[src/rtl/jk_excite_driver.sv]
// JK excitation driver: buffers target q bits, drives j/k to a downstream JK
// flip-flop and checks that the flip-flop's q follows each target.
module jk_excite_driver #(
  parameter int DEPTH         = 4,
  parameter int CNT_W         = 8,
  parameter bit DONT_CARE_VAL = 1'b0
) (
  input  logic             clk,
  input  logic             rst_n,
  input  logic             tgt_valid,
  output logic             tgt_ready,
  input  logic             tgt_bit,
  input  logic             q_obs,
  output logic             j,
  output logic             k,
  output logic             busy,
  output logic             err_pulse,
  output logic [CNT_W-1:0] err_cnt
);

  localparam int AW = $clog2(DEPTH);
  localparam int CW = $clog2(DEPTH + 1);

  typedef enum logic [1:0] {
    IDLE  = 2'd0,
    DRIVE = 2'd1,
    CHECK = 2'd2
  } state_t;

  state_t           state_r, state_nxt_s;
  logic [DEPTH-1:0] mem_r;
  logic [AW-1:0]    wr_ptr_r, rd_ptr_r;
  logic [CW-1:0]    count_r;
  logic             full_s, empty_s, push_s, pop_s, head_s;
  logic             exp_r, exp_nxt_s;
  logic             j_r, k_r;
  logic [1:0]       jk_nxt_s;
  logic             mism_s, err_nxt_s;
  logic [CNT_W-1:0] err_cnt_r, cnt_nxt_s;

  // Excitation table: (current q, target) -> {j, k}; don't-care inputs get DONT_CARE_VAL.
  function automatic logic [1:0] excite(input logic q, input logic t);
    logic [1:0] jk;
    case ({q, t})
      2'b00:   jk = {1'b0, DONT_CARE_VAL};
      2'b01:   jk = {1'b1, DONT_CARE_VAL};
      2'b10:   jk = {DONT_CARE_VAL, 1'b1};
      2'b11:   jk = {DONT_CARE_VAL, 1'b0};
      default: jk = 2'b00;
    endcase
    return jk;
  endfunction

  assign full_s    = (count_r == CW'(DEPTH));
  assign empty_s   = (count_r == {CW{1'b0}});
  assign push_s    = tgt_valid && !full_s;
  assign head_s    = mem_r[rd_ptr_r];
  assign tgt_ready = !full_s;
  assign busy      = (state_r != IDLE) || !empty_s;
  assign j         = j_r;
  assign k         = k_r;
  assign err_cnt   = err_cnt_r;

  // Target FIFO storage, pointers and occupancy.
  always_ff @(posedge clk or negedge rst_n) begin
    if (!rst_n) begin
      mem_r    <= {DEPTH{1'b0}};
      wr_ptr_r <= {AW{1'b0}};
      rd_ptr_r <= {AW{1'b0}};
      count_r  <= {CW{1'b0}};
    end else begin
      if (push_s) begin
        mem_r[wr_ptr_r] <= tgt_bit;
        wr_ptr_r        <= wr_ptr_r + AW'(1'b1);
      end
      if (pop_s) begin
        rd_ptr_r <= rd_ptr_r + AW'(1'b1);
      end
      case ({push_s, pop_s})
        2'b10:   count_r <= count_r + CW'(1'b1);
        2'b01:   count_r <= count_r - CW'(1'b1);
        default: count_r <= count_r;
      endcase
    end
  end

  // FSM state register.
  always_ff @(posedge clk or negedge rst_n) begin
    if (!rst_n) begin
      state_r <= IDLE;
    end else begin
      state_r <= state_nxt_s;
    end
  end

  // Next-state and pop decision.
  always_comb begin
    state_nxt_s = state_r;
    pop_s       = 1'b0;
    case (state_r)
      IDLE, CHECK: begin
        if (!empty_s) begin
          pop_s       = 1'b1;
          state_nxt_s = DRIVE;
        end else begin
          state_nxt_s = IDLE;
        end
      end
      DRIVE:   state_nxt_s = CHECK;
      default: state_nxt_s = IDLE;
    endcase
  end

  // Next values for j/k, expected q and error reporting.
  always_comb begin
    jk_nxt_s  = 2'b00;
    exp_nxt_s = exp_r;
    if (pop_s) begin
      jk_nxt_s  = excite(q_obs, head_s);
      exp_nxt_s = head_s;
    end else begin
      jk_nxt_s  = 2'b00;
      exp_nxt_s = exp_r;
    end
    mism_s    = (state_r == CHECK) && (q_obs != exp_r);
    err_nxt_s = mism_s;
    if (mism_s && (err_cnt_r != {CNT_W{1'b1}})) begin
      cnt_nxt_s = err_cnt_r + CNT_W'(1'b1);
    end else begin
      cnt_nxt_s = err_cnt_r;
    end
  end

  // Registered outputs and expected-q holding register.
  always_ff @(posedge clk or negedge rst_n) begin
    if (!rst_n) begin
      j_r       <= 1'b0;
      k_r       <= 1'b0;
      exp_r     <= 1'b0;
      err_pulse <= 1'b0;
      err_cnt_r <= {CNT_W{1'b0}};
    end else begin
      j_r       <= jk_nxt_s[1];
      k_r       <= jk_nxt_s[0];
      exp_r     <= exp_nxt_s;
      err_pulse <= err_nxt_s;
      err_cnt_r <= cnt_nxt_s;
    end
  end

endmodule

[config.mk]
export PLATFORM = sky130hd
export DESIGN_NAME = jk_excite_driver
export DESIGN_NICKNAME = d
export VERILOG_FILES = /design/src/rtl/jk_excite_driver.sv
export SDC_FILE = /design/constraint.sdc
export NUM_CORES = 1
export LEC_CHECK = 0
export ABC_CLOCK_PERIOD_IN_PS = 2000
export CAP_MARGIN = 0
export CORE_MARGIN = 10
export CORE_UTILIZATION = 47
export CTS_BUF_LIST = sky130_fd_sc_hd__clkbuf_16
export DETAILED_ROUTE_END_ITERATION = 6
export MAX_ROUTING_LAYER = met4
export PLACE_DENSITY = 0.74
export SLEW_MARGIN = 20
export SYNTH_ARGS = -nofsm -noshare
export SYNTH_HDL_FRONTEND = slang
export SYNTH_SLANG_ARGS = --single-unit
[constraint.sdc]
create_clock -name clk -period 2 [get_ports clk]
set_clock_uncertainty 0.2 [all_clocks]
set_input_delay 0.2 -clock clk [delete_from_list [all_inputs] [get_ports clk]]
set_output_delay 0.2 -clock clk [all_outputs]
set_load 0.01 [all_outputs]
==> impl_metrics.tcl <==
set metrics [dict create \
    grt_busiest_layer "met2" \
    cts.sinks 25 \
    endpoint "busy" \
    multi_input_area_um2 539 \
    pre_cts_slack_ns -0.123 \
    peakVddDrop_mv 1.14 \
    ys.flop_type "dfrtp_1" \
    grt_pass1_wl_um 4110 \
    root_buffer "clkbuf_16" \
    firstDrtPassIters 3 \
    min_period_ns 2.00 \
    num_rows 18 \
    design.core.area_mm2 0.00243 \
    syn_nets 113 \
    regArea_um2 626 \
    wl_per_cell_um 14.0 \
    grt_max_degree 26 \
    hold_class "in2async" \
    async_reset_ff_share_pct 100 \
    cts_tree "done" \
    rsz0062_at_grt "yes" \
    p_leak_nw 0.740 \
    fin_nets 148 \
    startpoint "count_r[1]" \
    fin_tns_setup_ns 0 \
    worst-path-max-fanout 4 \
    syn_area_per_cell_um2 11.7 \
    netlist_top_cells_count "dfrtp_1, nand2_1, inv_1" \
    clockPowerShare_pct 17.1 \
    grt_pass1_vias 958 \
    start_kind "register" \
    r2r_end "count_r[2]" \
    finalMaxSlewViolations 0 \
    p_sw_share_pct 34.2 \
    tightest_slew_ns 0.409 \
    syn_inst 101 \
    ant_nets 0 \
    die_w_um 70.2 \
    globalplace.congestion 0.722 \
    antenna_found_initial 0 \
    area_growth_pct 34.0 \
    p_sw_mw 0.877 \
    grt_use_met2_pct 18.7 \
    status "completed" \
    antenna_cells 0 \
    dp_hpwl_um 1720 \
    initial_utilization_pct 48.7 \
    wl_um 2300 \
    worst_slack_ns 0.00423 \
    track_usage_pct 10.3 \
    finalNonFillerCells 165 \
    dpl_cell_area_mm2 0.00145 \
    dp_cells 156 \
    reg2regPathDepth 9 \
    synth_warnings 0 \
    die_h_um 70.2 \
    slew_headroom_pct 72.7 \
    synth_edf_count 0 \
    seqPwrFrac_pct 37.2 \
    path_class "reg2out" \
    cp.arrival_ns 1.60 \
    yosysSeqAreaShare_pct 52.9 \
    final_layout_size_suffix_gt1_share_pct 25.2 \
    hold_buffers 0 \
    use_met1_pct 9.81 \
    total_power_mw 2.56 \
    p_comb_share_pct 45.7 \
    clock_latency_ns 0.25 \
    yosysMostFrequentCell "dfrtp_1" \
    setup_viol 0 \
    utilization_pct 65.2 \
    required_ns 1.60 \
    maxCapViolCount 0 \
    h-tree-depth 1 \
    drtIter0Drc 62 \
    grtUsageMet3_pct 3.39 \
    yosys.area.top_type "dfrtp_1" \
    drc 0 \
    grt_overflow 0 \
    fin_crit_sh_pct 99.8 \
    clkTransAtPathRegs_ns 0.06 \
    netlist_area_mm2 0.00118 \
    synth_cell_types 24 \
    clk_path_buf_depth 2 \
    dieArea_mm2 0.00493 \
    ios 18 \
    portBuffers 17 \
    synth_seq_cells 25 \
    fmax_mhz 501 \
    internal_power_mw 1.68 \
    worst_setup_path_end_kind "primary output" \
    fin_hold_ws_ns 0.105 \
    rrSetupSlack_ns 0.01 \
    vias_per_cell 4.98 \
    post-route-cell-area_mm2 0.00159 \
    power_density_mw_per_mm2 1610 \
    finalHoldViolations 0 \
    synth_area_leaders "dfrtp_1, mux2_2, ha_1" \
    cts-buffers-inserted 3 \
    vias 822 \
    fillers 199 \
    rr_startpoint "count_r[1]" \
    yosys.area.top_type_share_pct 52.9 \
]
-- cells in the final DEF (no fill, tap or decap) --
| cell | n |
|---|---|
| dfrtp_1 | 25 |
| clkdlybuf4s50_1 | 16 |
| nand2_1 | 15 |
| buf_4 | 13 |
| inv_1 | 8 |
| mux2_2 | 7 |
| xnor2_1 | 6 |
| nor2_1 | 5 |
| ha_1 | 5 |
| xor2_1 | 3 |
| nand3_1 | 3 |
| mux2i_1 | 3 |
| clkbuf_16 | 3 |
| nor2_2 | 2 |
| and3_1 | 2 |
| o21ai_0 | 2 |
| nand4_1 | 2 |
| nor3_2 | 1 |
| a21boi_2 | 1 |
| inv_2 | 1 |
| mux4_2 | 1 |
| nor3b_4 | 1 |
| nor2b_1 | 1 |
| nor4b_1 | 1 |
| nor4b_2 | 1 |
| and4_1 | 1 |
| o21a_1 | 1 |
| a21oi_1 | 1 |
| fa_2 | 1 |
| ha_2 | 1 |
| clkinv_2 | 1 |
| dlymetal6s2s_1 | 1 |
-- worst max-delay path, stage by stage (launching register included) --
cell and delay, ns:
dfrtp_1 0.42, nor3_2 0.24, buf_4 0.15, nand2_1 0.05, clkdlybuf4s50_1 0.48
-- worst min path at each step --
stage                startpoint           to  depth (start not counted)
CTS                       rst_n    err_pulse                          2
detailed placement   state_r[1]   state_r[1]                          1
floorplan                 rst_n   count_r[0]                          0
global placement    rd_ptr_r[1]  rd_ptr_r[1]                          1
global route              rst_n    err_pulse                          2
finish                    rst_n    err_pulse                          2
-- layout make-up --
type,instances,share of cell area (%)
timing repair buffer,30,17.0
tap,30,2.37
multi-input combinational,67,34.0
sequential,25,39.4
clock inverter,1,0.315
clock buffer,3,4.73
inverter,9,2.13
-- power groups by stage --
stage	clock, mW	sequential (mW)	combinational, mW
3_3_place_gp	0	0.934	1.05
6_report	0.438	0.952	1.17
5_1_grt	0.470	0.990	1.31
2_1_floorplan	0	0.958	0.618
4_1_cts	0.448	0.955	1.17
3_5_place_dp	0	0.952	1.10
-- flip-flops by register name, summed over array words and instances, names as in the netlist --
signal and flops:
wr_ptr_r 2, j 1, k 1, err_cnt 8
mem_r 4, rd_ptr_r 2, err_pulse 1, count_r 3
exp_r 1, state_r 2
-- timing repair --
item | CTS | global route
resized for setup | 3 | 3
endpoints found under the setup margin | 2 | 3
setup buffers | 3 | 2
pin swaps | 3 | 5
-- logic make-up (layout without fill, tap and decap cells) --
group / after synthesis / count (layout) / share of synthesized area [%]
multiplexers: 11 / 11 / 11.1
XOR/XNOR: 9 / 9 / 6.66
buffers and inverters: 9 / 43 / 2.85
AND/OR/NAND/NOR: 35 / 35 / 15.6
adder cells (fa/ha/maj): 7 / 7 / 8.03
AO/OA/AOI/OAI: 5 / 5 / 2.85
flip-flops: 25 / 25 / 52.9
-- per-layer routing --
layer	share of wire [%]	routed length [um]
met3	6.1	140
met1	38	885
met4	0.43	10
met2	55	1270
met5	0	0
(Power assumes the default switching activity.)
